==> config.mk <==
export PLATFORM = sky130hd
export DESIGN_NAME = paddle_render_seq_flat
export DESIGN_NICKNAME = d
export VERILOG_FILES = /design/src/rtl/paddle_render_pkg.sv /design/src/rtl/paddle_render_seq_if.sv /design/src/rtl/paddle_render_seq_phase_timer.sv /design/src/rtl/paddle_render_seq.sv /design/src/flat_wrapper.sv
export SDC_FILE = /design/constraint.sdc
export NUM_CORES = 1
export LEC_CHECK = 0
export CAP_MARGIN = 25
export CORE_ASPECT_RATIO = 0.6
export CORE_MARGIN = 4
export CORE_UTILIZATION = 34
export DETAILED_ROUTE_END_ITERATION = 16
export PLACE_DENSITY = 0.76
export SLEW_MARGIN = 15
export SYNTH_ARGS = -nofsm -noshare
export SYNTH_HDL_FRONTEND = slang
export SYNTH_SLANG_ARGS = --single-unit
export TNS_END_PERCENT = 100
==> constraint.sdc <==
create_clock -name clk -period 1.6 [get_ports clk]
set_input_delay 0.16 -clock clk [delete_from_list [all_inputs] [get_ports clk]]
set_output_delay 0.16 -clock clk [all_outputs]
set_load 0.005 [all_outputs]
==> src/rtl/paddle_render_pkg.sv <==
// Shared types and constants for the paddle render sequencer: FSM state
// encodings, screen coordinate width helpers and the colour constants.
package paddle_render_pkg;

  typedef enum logic [2:0] {
    IDLE = 3'd0,
    CLR1 = 3'd1,
    DRW1 = 3'd2,
    CLR2 = 3'd3,
    DRW2 = 3'd4,
    FIN  = 3'd5
  } state_e;

  localparam logic [2:0] BLACK = 3'b000;
  localparam logic [2:0] WHITE = 3'b111;

  function automatic int x_width(input int screen_x);
    return $clog2(screen_x) + 1;
  endfunction

  function automatic int y_width(input int screen_y);
    return $clog2(screen_y) + 1;
  endfunction

endpackage

==> src/rtl/paddle_render_seq_if.sv <==
// Pulse/done handshake with the paddle renderer plus the pixel bus toward the
// VGA adapter. The sequencer is the master; the renderer side is the slave.
interface paddle_render_seq_if #(
  parameter int X_W = 11,
  parameter int Y_W = 10
);

  logic           pulse_clear1;
  logic           pulse_draw1;
  logic           pulse_clear2;
  logic           pulse_draw2;
  logic           done_clear1;
  logic           done_draw1;
  logic           done_clear2;
  logic           done_draw2;
  logic [X_W-1:0] render_x;
  logic [Y_W-1:0] render_y;
  logic [2:0]     col_in;
  logic [X_W-1:0] vga_x;
  logic [Y_W-1:0] vga_y;
  logic [2:0]     vga_colour;
  logic           vga_plot;

  modport master (
    output pulse_clear1, pulse_draw1, pulse_clear2, pulse_draw2,
    output vga_x, vga_y, vga_colour, vga_plot,
    input  done_clear1, done_draw1, done_clear2, done_draw2,
    input  render_x, render_y, col_in
  );

  modport slave (
    input  pulse_clear1, pulse_draw1, pulse_clear2, pulse_draw2,
    input  vga_x, vga_y, vga_colour, vga_plot,
    output done_clear1, done_draw1, done_clear2, done_draw2,
    output render_x, render_y, col_in
  );

endinterface

==> src/rtl/paddle_render_seq_phase_timer.sv <==
// Per-phase watchdog counter: cleared on phase entry, counts enabled cycles,
// flags expiry on the LIMIT-th enabled cycle of a phase.
module phase_timer #(
  parameter int LIMIT = 4096
) (
  input  logic clk,
  input  logic resetn,
  input  logic clear,
  input  logic en,
  output logic expire
);

  localparam int CW = (LIMIT > 1) ? $clog2(LIMIT) : 1;
  localparam logic [CW-1:0] LAST = CW'(LIMIT - 1);

  logic [CW-1:0] count_q;
  logic [CW-1:0] count_d;

  always_comb begin
    count_d = count_q;
    if (clear) begin
      count_d = '0;
    end else if (en && (count_q != LAST)) begin
      count_d = count_q + 1'b1;
    end
  end

  always_ff @(posedge clk or negedge resetn) begin
    if (!resetn) begin
      count_q <= '0;
    end else begin
      count_q <= count_d;
    end
  end

  assign expire = en && (count_q == LAST);

endmodule

==> src/rtl/paddle_render_seq.sv <==
// Clear/draw phase sequencer for both paddles with registered pixel forwarding.
// Optional per-phase abort timer is built when RENDER_TIMEOUT_EN is defined.
module paddle_render_seq
  import paddle_render_pkg::*;
#(
  parameter int SCREEN_X       = 640,
  parameter int SCREEN_Y       = 480,
  parameter int TIMEOUT_CYCLES = 4096
) (
  input  logic                clk,
  input  logic                resetn,
  input  logic                enable,
  input  logic                frameTick,
  paddle_render_seq_if.master bus,
  output logic                busy,
  output logic                frame_done,
  output logic [7:0]          missed_frames,
  output logic                timeout_err
);

  localparam int X_W = x_width(SCREEN_X);
  localparam int Y_W = y_width(SCREEN_Y);

  state_e         state_q, state_d;
  logic [3:0]     pulse_q, pulse_d;
  logic [X_W-1:0] vga_x_q, vga_x_d;
  logic [Y_W-1:0] vga_y_q, vga_y_d;
  logic [2:0]     vga_colour_q, vga_colour_d;
  logic           vga_plot_q, vga_plot_d;
  logic [7:0]     missed_q, missed_d;

  logic in_phase;
  logic cur_done;
  logic abort;
  logic advance;

  assign in_phase = (state_q == CLR1) || (state_q == DRW1) ||
                    (state_q == CLR2) || (state_q == DRW2);

  // Only the done strobe belonging to the current phase matters.
  always_comb begin
    cur_done = 1'b0;
    case (state_q)
      CLR1:    cur_done = bus.done_clear1;
      DRW1:    cur_done = bus.done_draw1;
      CLR2:    cur_done = bus.done_clear2;
      DRW2:    cur_done = bus.done_draw2;
      default: cur_done = 1'b0;
    endcase
  end

`ifdef RENDER_TIMEOUT_EN
  logic timer_expire;
  logic timeout_err_q, timeout_err_d;

  phase_timer #(
    .LIMIT (TIMEOUT_CYCLES)
  ) u_phase_timer (
    .clk    (clk),
    .resetn (resetn),
    .clear  (!in_phase || advance),
    .en     (enable && in_phase),
    .expire (timer_expire)
  );

  assign abort         = timer_expire && !cur_done;
  assign timeout_err_d = timeout_err_q || (in_phase && abort);
  assign timeout_err   = timeout_err_q;

  always_ff @(posedge clk or negedge resetn) begin
    if (!resetn) begin
      timeout_err_q <= 1'b0;
    end else begin
      timeout_err_q <= timeout_err_d;
    end
  end
`else
  assign abort       = 1'b0;
  assign timeout_err = 1'b0;
`endif

  assign advance = enable && in_phase && (cur_done || abort);

  always_comb begin
    state_d = state_q;
    if (enable) begin
      case (state_q)
        IDLE:    if (frameTick) state_d = CLR1;
        CLR1:    if (advance)   state_d = DRW1;
        DRW1:    if (advance)   state_d = CLR2;
        CLR2:    if (advance)   state_d = DRW2;
        DRW2:    if (advance)   state_d = FIN;
        FIN:                    state_d = IDLE;
        default:                state_d = IDLE;
      endcase
    end
  end

  // Pulses are registered from the next state so they drop on the done edge.
  always_comb begin
    pulse_d      = {state_d == DRW2, state_d == CLR2, state_d == DRW1, state_d == CLR1};
    vga_plot_d   = enable && (pulse_q != 4'b0000);
    vga_x_d      = vga_x_q;
    vga_y_d      = vga_y_q;
    vga_colour_d = vga_colour_q;
    if (vga_plot_d) begin
      vga_x_d      = bus.render_x;
      vga_y_d      = bus.render_y;
      vga_colour_d = bus.col_in;
    end
    missed_d = missed_q;
    if (enable && frameTick && (state_q != IDLE) && (missed_q != 8'hFF)) begin
      missed_d = missed_q + 8'd1;
    end
  end

  always_ff @(posedge clk or negedge resetn) begin
    if (!resetn) begin
      state_q      <= IDLE;
      pulse_q      <= 4'b0000;
      vga_x_q      <= '0;
      vga_y_q      <= '0;
      vga_colour_q <= BLACK;
      vga_plot_q   <= 1'b0;
      missed_q     <= 8'd0;
    end else begin
      state_q      <= state_d;
      pulse_q      <= pulse_d;
      vga_x_q      <= vga_x_d;
      vga_y_q      <= vga_y_d;
      vga_colour_q <= vga_colour_d;
      vga_plot_q   <= vga_plot_d;
      missed_q     <= missed_d;
    end
  end

  assign bus.pulse_clear1 = pulse_q[0];
  assign bus.pulse_draw1  = pulse_q[1];
  assign bus.pulse_clear2 = pulse_q[2];
  assign bus.pulse_draw2  = pulse_q[3];
  assign bus.vga_x        = vga_x_q;
  assign bus.vga_y        = vga_y_q;
  assign bus.vga_colour   = vga_colour_q;
  assign bus.vga_plot     = vga_plot_q;

  assign busy          = (state_q != IDLE);
  assign frame_done    = (state_q == FIN);
  assign missed_frames = missed_q;

endmodule

==> src/flat_wrapper.sv <==
// flat-port wrapper written by rule: the top's interface ports become plain ports
module paddle_render_seq_flat import paddle_render_pkg::*;
#(
  parameter int SCREEN_X       = 640,
  parameter int SCREEN_Y       = 480,
  parameter int TIMEOUT_CYCLES = 4096
)
  (clk, resetn, enable, frameTick, busy, frame_done, missed_frames, timeout_err, bus_pulse_clear1, bus_pulse_draw1, bus_pulse_clear2, bus_pulse_draw2, bus_vga_x, bus_vga_y, bus_vga_colour, bus_vga_plot, bus_done_clear1, bus_done_draw1, bus_done_clear2, bus_done_draw2, bus_render_x, bus_render_y, bus_col_in);
  paddle_render_seq_if #(.X_W((x_width(640))), .Y_W((y_width(480)))) bus_i ();
  input  logic clk;
  input  logic resetn;
  input  logic enable;
  input  logic frameTick;
  output logic busy;
  output logic frame_done;
  output logic [7:0] missed_frames;
  output logic timeout_err;
  output wire logic [$bits(bus_i.pulse_clear1)-1:0] bus_pulse_clear1;
  output wire logic [$bits(bus_i.pulse_draw1)-1:0] bus_pulse_draw1;
  output wire logic [$bits(bus_i.pulse_clear2)-1:0] bus_pulse_clear2;
  output wire logic [$bits(bus_i.pulse_draw2)-1:0] bus_pulse_draw2;
  output wire logic [$bits(bus_i.vga_x)-1:0] bus_vga_x;
  output wire logic [$bits(bus_i.vga_y)-1:0] bus_vga_y;
  output wire logic [$bits(bus_i.vga_colour)-1:0] bus_vga_colour;
  output wire logic [$bits(bus_i.vga_plot)-1:0] bus_vga_plot;
  input wire logic [$bits(bus_i.done_clear1)-1:0] bus_done_clear1;
  input wire logic [$bits(bus_i.done_draw1)-1:0] bus_done_draw1;
  input wire logic [$bits(bus_i.done_clear2)-1:0] bus_done_clear2;
  input wire logic [$bits(bus_i.done_draw2)-1:0] bus_done_draw2;
  input wire logic [$bits(bus_i.render_x)-1:0] bus_render_x;
  input wire logic [$bits(bus_i.render_y)-1:0] bus_render_y;
  input wire logic [$bits(bus_i.col_in)-1:0] bus_col_in;
  assign bus_pulse_clear1 = bus_i.pulse_clear1;
  assign bus_pulse_draw1 = bus_i.pulse_draw1;
  assign bus_pulse_clear2 = bus_i.pulse_clear2;
  assign bus_pulse_draw2 = bus_i.pulse_draw2;
  assign bus_vga_x = bus_i.vga_x;
  assign bus_vga_y = bus_i.vga_y;
  assign bus_vga_colour = bus_i.vga_colour;
  assign bus_vga_plot = bus_i.vga_plot;
  assign bus_i.done_clear1 = bus_done_clear1;
  assign bus_i.done_draw1 = bus_done_draw1;
  assign bus_i.done_clear2 = bus_done_clear2;
  assign bus_i.done_draw2 = bus_done_draw2;
  assign bus_i.render_x = bus_render_x;
  assign bus_i.render_y = bus_render_y;
  assign bus_i.col_in = bus_col_in;
  paddle_render_seq #(.SCREEN_X(SCREEN_X), .SCREEN_Y(SCREEN_Y), .TIMEOUT_CYCLES(TIMEOUT_CYCLES)) u_core (.clk(clk), .resetn(resetn), .enable(enable), .frameTick(frameTick), .bus(bus_i), .busy(busy), .frame_done(frame_done), .missed_frames(missed_frames), .timeout_err(timeout_err));
endmodule
==> results.md, run 1 <==
* Status: finished clean
* Core area at 4780 sq um
* H-tree Lvls at 2
* TritonCTS clock tree: built
* Ant. Diodes at 0
* Post-synth top area share at 0.571
* CTS Buf Count at 5
* Die Wd at 101 um
* Power per cell area at between 1500 and 2000 nW/um^2
* Setup TNS at 0 ns
* Clock-pin slew on the worst setup and hold paths at roughly 0.080 ns
* Iteration-0 DRC Markers at 21
* Yosys Warn Count at 0
* Max Cap Viol at 0
* Max stage delay on crit path at roughly 0.44 ns
* Vias in the first global route at between 1000 and 1500
* Wire per inst at 14.7 um
* Global-route usage over all layers at 0.140
* Yosys cell types at 36
* Largest cells by area after synthesis: dfrtp_1 (57%), mux2_2 (19%), nand2_1 (3.0%), nand4_1 (1.8%), o41ai_4 (1.6%)
* CP delay by family, top: compound AO/OA/AOI/OAI gates
* Yosys reg bits at 40
* P_leak at between 0.001 and 0.0015 uW
* First-pass GRT wire length at around 7100 um
* Net count, final at 264
* Hold crit path type: in2async
* CP Launch Point: u_core.state_q[1]
* Crit path max fanout at 5
* Syn-to-layout area delta at 62.7%
* Latest clock arrival within the worst-skew pair at ~0.28 ns
* CP Launch Type: register
* Capturing element type of the critical path: register
* DR vias/cell at ~4.7
* ANT nets after route at 0
* Placer Congestion at slightly above 0.8
* Die area at around 6400 sq um
* RR Endpoint: u_core.missed_frames[1]
* Synthesized area at roughly 1800 sq um
* HPWL after detailed placement at 3320 um
* Core Util, Final at 0.597
* I/O pin count at slightly above 70
* Reg2reg start: u_core.state_q[1]
* Remaining DRCs at 0
* CTS root buf: clkbuf_8
* Max-slew violations at 0
* Fillers at 400
* Post-synth top area cell: dfrtp_1
* Die Y at ~64 um
* Final period utilization at 0.983
* Grt ovf at 0
* Fmax at between 600 and 700 MHz
* Initial antenna violation count at 0
* Clock Path Buffers at 2
* Synthesized instance count at approximately 140
* Worst reg2reg path depth at 4
* Worst vdd ir at a little over 0.7 mV
* Worst R2R Setup Slack at approximately 0.028 ns
* PortBufs at 70
* Starting Density at 0.367
* Tmin final at approximately 1.6 ns
* Synth Area per Inst at 12.8 sq um
* Layout cell share with drive strength beyond 1 at 0.284
* Clock Skew at between 0.005 and 0.006 ns
* Clock net sink count at 40
* Syn Nets at 170
* Final wirelength at roughly 4300 um
* Routed via count at 1397
* Final setup violating endpoints at 0
* Critical Path RT at roughly 1.8 ns
* Pin count of the biggest net entering global routing at 24
* CP cell instances: buf_6 > o311a_4 > o21ai_0 > mux2_2
* DR pass1 iterations at 4
* WP buf/inv at 1
* Seq/Total Area, Yosys at 0.571
* # rows at 19
* Hold Violations, Final at 0
* Slowest CP cell: dfrtp_2
* Crit path DAT at around 1.7 ns
* Setup CP Type: reg2reg
[Yosys cell counts]
library cell and count:
a211oi_1 1, buf_2 1, mux2_2 29, nand3_1 1, nor2_1 1, a21oi_1 2, ha_1 1, o21ba_2 1
o311ai_0 1, clkbuf_1 3, xnor2_1 1, or3_1 1, a41o_1 1, o22ai_1 1, inv_1 5, nor3b_1 1
conb_1 1, o311a_1 1, and3_1 2, o41ai_4 1, nand4_1 5, mux2_1 1, or4_1 1, nand2b_1 1
mux2i_1 1, and4b_1 1, buf_6 2, a31oi_1 1, nand2_1 14, o22a_1 1, nor2b_1 2, o21ai_0 4
nor3_1 4, a22oi_1 2, dfrtp_1 40, buf_4 1
[logic make-up after synthesis]
| logic type | Yosys count | share of synthesized area |
|---|---|---|
| DFF | 40 | 0.571 |
| and+or+nand+nor | 34 | 0.0999 |
| AOI/OAI and AO/OA | 17 | 0.0799 |
| buffers and inverters | 12 | 0.0371 |
| other | 1 | 0.00214 |
| adders and majority gates | 1 | 0.00713 |
| xor gates and xnor gates | 1 | 0.00499 |
| muxes | 31 | 0.198 |
[routing by layer]
metal	GRT usage	wire, um	part of all wire
met1	0.202	2170	0.50
met2	0.193	1770	0.41
met3	0.0573	373	0.086
met4	0.0370	30	0.0069
met5	0	0	0
[final cells by class]
type                    count  area [sq um]  area share
inverters                   5          18.8     0.00658
multi-input cells          85           707       0.248
flip-flops and latches     40          1000       0.352
well taps                  63          78.8      0.0276
clock buffers               6          82.6      0.0289
repair buffers             94           925       0.324
clock inverters             2          38.8      0.0136
[worst reg2reg max path: cells and delay by family (launching register included)]
| kind | cells | cell delay, ns |
|---|---|---|
| DFF | 1 | 0.44 |
| buffers and inverters | 1 | 0.13 |
| AOI/OAI and AO/OA | 2 | 0.52 |
| muxes | 1 | 0.37 |
[how the worst max path moves through the flow]
stage                               endpoint  slack, ns  cells past startpoint
floorplan           u_core.bus.vga_colour[0]      0.003                      3
global placement    u_core.bus.vga_colour[1]      -0.12                      3
detailed placement       u_core.bus.vga_y[5]      -0.18                      3
CTS                  u_core.missed_frames[5]    -0.0003                      5
global route         u_core.missed_frames[6]    -0.0003                      4
finish               u_core.missed_frames[1]       0.03                      4
[power by group]
| part | internal, uW | switching [uW] | leakage, uW |
|---|---|---|---|
| registers | 1490 | 333 | 0.000482 |
| clock network | 510 | 345 | 0.0000614 |
| logic | 1720 | 833 | 0.000697 |
| total | 3720 | 1510 | 0.00124 |
[layout by cell type, fill, tap and decap left out, drive strengths merged, types with 2 or more instances in the layout]
cell and n:
a21oi 2, a22oi 2, and3 2, buf 24, clkbuf 6, clkdlybuf4s50 67
dfrtp 40, dlygate4sd2 2, inv 5, mux2 30, nand2 14, nand4 5
nor2b 2, nor3 4, o21ai 4
[state kept, by name (all words and copies together), names as in the netlist]
name / count
u_core.bus.vga_x: 11
u_core.pulse_q: 4
u_core.bus.vga_y: 10
u_core.bus.vga_plot: 1
u_core.missed_frames: 8
u_core.bus.vga_colour: 3
u_core.state_q: 3
[through the flow]
stage | power (uW) | worst slack, ns | cells | hold WS (ns) | instance area (sq um)
5_1_grt | 5590 | -0.000315 | 295 | 0.397 | 2850
3_3_place_gp | 4190 | -0.118 | 280 | 0.123 | 2650
4_1_cts | 5260 | -0.000333 | 294 | 0.363 | 2840
3_5_place_dp | 4250 | -0.183 | 280 | 0.128 | 2650
2_1_floorplan | 2810 | 0.00251 | 137 | -0.136 | 1750
6_report | 5230 | 0.0276 | 295 | 0.366 | 2850
[timing repair]
item | in CTS | in global routing
hold buffers | 1 | 0
setup endpoints to repair | 26 | 4
setup buffers | 5 | 2
endpoints found under the hold margin | 17 | 0
pin swaps | 1 | 1
gates resized for setup | 9 | 2
Note: power is estimated with default switching activity, not from simulation.
==> run 2: changes to the inputs <==
Settings changed: CORE_UTILIZATION 34 to 38, PLACE_DENSITY 0.76 to 0.83.
==> results.md, run 2 (same netlist as run 1, synthesis figures left out) <==
* Number of flip-flops in the largest register at 11
* ANT nets after route at 0
* Max Cap Viol at 0
* CP Launch Type: register
* Setup CP Type: reg2reg
* CP Launch Point: u_core.pulse_q[2]
* Most frequent cells in the layout: clkdlybuf4s50_1 (67), dfrtp_1 (40), mux2_2 (29)
* CTS root buf: clkbuf_8
* Most common cell after layout, fill and taps aside: clkdlybuf4s50_1
* Ant. Diodes at 0
* CP delay by family, top: flip-flops
* Placer Congestion at around 0.85
* Grt ovf at 0
* DR pass1 iterations at 4
* I/O pin count at ~70
* Max-slew violations at 0
* Clock net sink count at 40
* Wire per inst at between 10 and 15 um
* Clock Path Buffers at 2
* Fmax at approximately 650 MHz
* Global-route usage over all layers at 0.157
* Post-route cell area at approximately 2800 sq um
* Power per cell area at between 1500 and 2000 nW/um^2
* Core area at between 4000 and 5000 sq um
* H-tree Lvls at 2
* Remaining DRCs at 0
* Setup TNS at 0 ns
* Worst setup margin at 0.0534 ns
* Layout cell share with drive strength beyond 1 at 0.284
* Placed cell area at around 2600 sq um
* Slowest CP cell: dfrtp_1
* Min Hold Slack at approximately 0.38 ns
* Clock Skew at between 0.003 and 0.004 ns
* CTS Buf Count at 5
* Capturing element type of the critical path: register
* Critical Path RT at between 1.5 and 2 ns
* Place WS at -0.0991 ns
* Initial antenna violation count at 0
* DR vias/cell at between 4 and 5
* Final wirelength at 4350 um
* Crit path DAT at between 1.5 and 2 ns
* Pin count of the biggest net entering global routing at 22
* # rows at 18
* Die Wd at around 96 um
* Max stage delay on crit path at a little over 0.4 ns
* Tot Pwr at 5260 uW
* Status: finished clean
* First-pass GRT wire length at between 6000 and 7000 um
* Starting Density at 0.410
* Crit path max fanout at 6
* Clock-pin slew on the worst setup and hold paths at 0.08 ns
* Hold crit path type: in2async
* Net count, final at 264
* HPWL after detailed placement at ~3200 um
* Latest clock arrival within the worst-skew pair at ~0.29 ns
* Hold Violations, Final at 0
* PortBufs at 70
* Worst vdd ir at 0.773 mV
* P_leak at approximately 0.0012 uW
* Syn-to-layout area delta at 62.2%
* Vias in the first global route at approximately 1400
* Final period utilization at 0.967
* Worst slew pin tran at 0.514 ns
* Tmin final at 1.55 ns
* TritonCTS clock tree: built
* Fillers at between 300 and 400
* WP buf/inv at 2
* Max transition margin at 0.658
* Routed via count at 1426
* Final setup violating endpoints at 0
* RSZ-0062 raised after global routing: no
* Reg2reg start: u_core.pulse_q[2]
* CP cell instances: o41ai_4 > buf_6 > clkbuf_16 > mux2_2
* Die Y at 60.6 um
* Die area at between 5000 and 6000 sq um
* Iteration-0 DRC Markers at slightly above 40
==> run 2: cell types whose count changed in the layout (fill, tap and decap cells not counted), sizes merged <==
| cell | change |
|---|---|
| clkinv | +1 |
| dlygate4sd2 | -1 |
| buf | -1 |
| clkbuf | +1 |
==> run 2: cell type report <==
class                   instances  area (sq um)  share of cell area
flip-flops and latches         40          1000               0.352
repair buffers                 94           931               0.327
multi-input cells              85           703               0.247
well taps                      60          75.1              0.0264
clock buffers                   5          68.8              0.0242
clock inverters                 3          47.5              0.0167
inverters                       5          18.8             0.00660
==> run 2: worst paths after layout <==
| check | endpoint | slack (ns) | cells past startpoint |
|---|---|---|---|
| setup / recovery | u_core.bus.vga_y[2] | 0.05 | 4 |
| hold / removal | u_core.pulse_q[2] | 0.38 | 2 |
| setup reg to reg | u_core.bus.vga_y[2] | 0.05 | 4 |
| hold reg to reg | u_core.bus.vga_x[0] | 0.50 | 1 |
| max in group asynchronous | u_core.bus.vga_x[0] | 0.74 | 3 |
| min in group clk | u_core.bus.vga_y[4] | 0.48 | 2 |
==> run 2: per-stage QoR <==
stage / instances / util
after floorplan: 137 / -
after global placement: 276 / 0.616
after detailed placement: 276 / 0.616
after CTS: 291 / 0.656
after global routing: 292 / 0.665
final: 292 / 0.665
==> run 2: report_power, final <==
group / internal [uW] / switching, uW / leakage (uW) / total (uW)
Clock: 470 / 373 / 0.0000583 / 843
Sequential: 1490 / 315 / 0.000485 / 1800
Combinational: 1730 / 882 / 0.000695 / 2610
Total: 3690 / 1570 / 0.00124 / 5260
==> run 2: per-layer routing <==
layer | global-route usage | wire length (um) | part of all wire | vias up
li1 | - | - | - | 685
met1 | 0.221 | 2040 | 0.47 | 680
met2 | 0.237 | 1860 | 0.43 | 61
met3 | 0.0582 | 454 | 0.10 | 0
met4 | 0.0243 | 0 | 0 | 0
met5 | 0 | 0 | 0 | -
==> run 2: worst reg2reg max path, cell delays in order, from the launching register on <==
cell and delay [ns]:
dfrtp_1 0.41, o41ai_4 0.37, buf_6 0.18, clkbuf_16 0.15, mux2_2 0.32
==> run 2: what timing repair did <==
| item | CTS | global route |
|---|---|---|
| pin swaps | 1 | 0 |
| hold buffers | 1 | 0 |
| endpoints found under the setup margin | 23 | 15 |
| hold endpoints to repair | 20 | 0 |
| resized for setup | 3 | 6 |
| gates cloned | 0 | 1 |
| setup buffers | 6 | 0 |
==> run 3: changes to the inputs <==
Settings changed: RECOVER_POWER set to 100.
==> results.md, run 3 (same netlist as run 1, synthesis figures left out) <==
* Tmin final at roughly 1.5 ns
* Global-route usage over all layers at 0.157
* Iteration-0 DRC Markers at 39
* Fmax at 646 MHz
* Int Power at 3450 uW
* Routed via count at between 1000 and 1500
* Most common cell after layout, fill and taps aside: dfrtp_1
* Number of flip-flops in the largest register at 11
* HPWL after detailed placement at ~3200 um
* TritonCTS clock tree: built
* FF/Latch Area at 1000 sq um
* Starting Density at 0.410
* Combinational Power Share at 0.474
* Crit path max fanout at 6
* Remaining DRCs at 0
* Clock net sink count at 40
* P_leak at ~0.0012 uW
* Max Cap Viol at 0
* Die Y at between 60 and 70 um
* Setup CP Type: reg2reg
* Clock Path Buffers at 2
* I/O pin count at 72
* Status: finished clean
* Placer Congestion at between 0.8 and 0.9
* Latest clock arrival within the worst-skew pair at approximately 0.29 ns
* H-tree Lvls at 2
* Hold crit path type: in2async
* Die Wd at between 90 and 100 um
* Core area at between 4000 and 5000 sq um
* Most frequent cells in the layout: dfrtp_1 (40), dlygate4sd3_1 (34), clkdlybuf4s50_1 (34)
* Final period utilization at 0.967
* Fillers at between 300 and 400
* Tot Pwr at between 4000 and 5000 uW
* CTS root buf: clkbuf_8
* Net Sw Power at roughly 1500 uW
* Critical Path RT at between 1.5 and 2 ns
* Max-slew violations at 0
* Setup TNS at 0 ns
* Ant. Diodes at 0
* CP Launch Type: register
* RSZ-0062 raised after global routing: no
* Area of the multi-input gates at about 700 sq um
* Min Hold Slack at approximately 0.38 ns
* Placed cell area at between 2000 and 3000 sq um
* Post-route cell area at between 2000 and 3000 sq um
* Sw Ratio at 0.308
* Layout cell share with drive strength beyond 1 at 0.276
* Seq pwr share at 0.357
* Syn-to-layout area delta at 59.3%
* Die area at 5800 sq um
* Hold Violations, Final at 0
* PortBufs at 70
* ANT nets after route at 0
* Clock group share of total power at 0.169
* CTS Buf Count at 5
* Power per cell area at roughly 1800 nW/um^2
* Net count, final at around 260
* Clock Skew at approximately 0.004 ns
* DR pass1 iterations at 4
* # rows at 18
* Wire per inst at around 15 um
* Max transition margin at 0.645
* Pin count of the biggest net entering global routing at 22
* Worst slew pin tran at ~0.53 ns
* Worst vdd ir at between 0.7 and 0.8 mV
* Vias in the first global route at about 1400
* First-pass GRT wire length at 6950 um
* Final wirelength at around 4300 um
* Crit path DAT at around 1.7 ns
* Clock-pin slew on the worst setup and hold paths at 0.08 ns
* DR vias/cell at 4.88
* Layout Cells excl Fill at 292
* Initial antenna violation count at 0
* Final setup violating endpoints at 0
* Grt ovf at 0
* Placed Cells at ~280
* Capturing element type of the critical path: register
==> run 3: changes by cell type in the layout (fill, tap and decap cells not counted), sizes merged <==
cell / before / now
buf: 23 / 18
clkbuf: 7 / 12
clkdlybuf4s50: 67 / 34
dlygate4sd3: 1 / 34
==> run 3: through the flow <==
step / setup WS (ns) / utilization
finish: 0.0526 / 0.653
floorplan: 0.00251 / -
detailed placement: -0.0991 / 0.616
CTS: 0.00474 / 0.656
global route: 0.00855 / 0.653
global placement: -0.0723 / 0.616
==> run 3: routing by layer <==
layer | track usage | vias up | part of all wire
met5 | 0 | - | 0
met4 | 0.0243 | 0 | 0
met3 | 0.0582 | 0 | 0.11
met2 | 0.237 | 66 | 0.43
met1 | 0.221 | 672 | 0.47
li1 | - | 687 | -
==> run 3: final timing paths <==
kind	from	endpoint	slack, ns	cells past startpoint
max	u_core.pulse_q[2]	u_core.bus.vga_y[2]	0.05	4
min	resetn	u_core.pulse_q[2]	0.38	2
max reg2reg	u_core.pulse_q[2]	u_core.bus.vga_y[2]	0.05	4
min reg2reg	u_core.bus.vga_x[0]	u_core.bus.vga_x[0]	0.49	1
max in group asynchronous	resetn	u_core.bus.vga_x[0]	0.36	3
min in group clk	bus_render_x[9]	u_core.bus.vga_x[9]	0.48	2
==> run 3: cell type report <==
class | instances | area share
Clock inverter | 3 | 0.0170
Clock buffer | 5 | 0.0246
Multi-Input combinational cell | 85 | 0.252
Sequential cell | 40 | 0.358
Tap cell | 60 | 0.0269
Inverter | 5 | 0.00672
Timing Repair Buffer | 94 | 0.315
==> run 3: worst max-delay path, cell delays in order (launching register included) <==
cell	delay, ns
dfrtp_1	0.41
o41ai_4	0.37
buf_6	0.17
buf_4	0.15
mux2_2	0.33
==> run 3: timing repair <==
| item | CTS | global route |
|---|---|---|
| setup endpoints to repair | 23 | 15 |
| endpoints found under the hold margin | 20 | 0 |
| gates resized for setup | 3 | 6 |
| hold buffers | 1 | 0 |
| setup buffers | 6 | 0 |
| pin swaps | 1 | 0 |
| cloned | 0 | 1 |
==> run 3: power by group through the flow <==
stage / clock (uW) / sequential (uW) / combinational (uW)
3_5_place_dp: 0 / 1840 / 2400
4_1_cts: 866 / 1800 / 2540
5_1_grt: 920 / 1860 / 2600
3_3_place_gp: 0 / 1830 / 2350
6_report: 842 / 1780 / 2370
2_1_floorplan: 0 / 1830 / 980
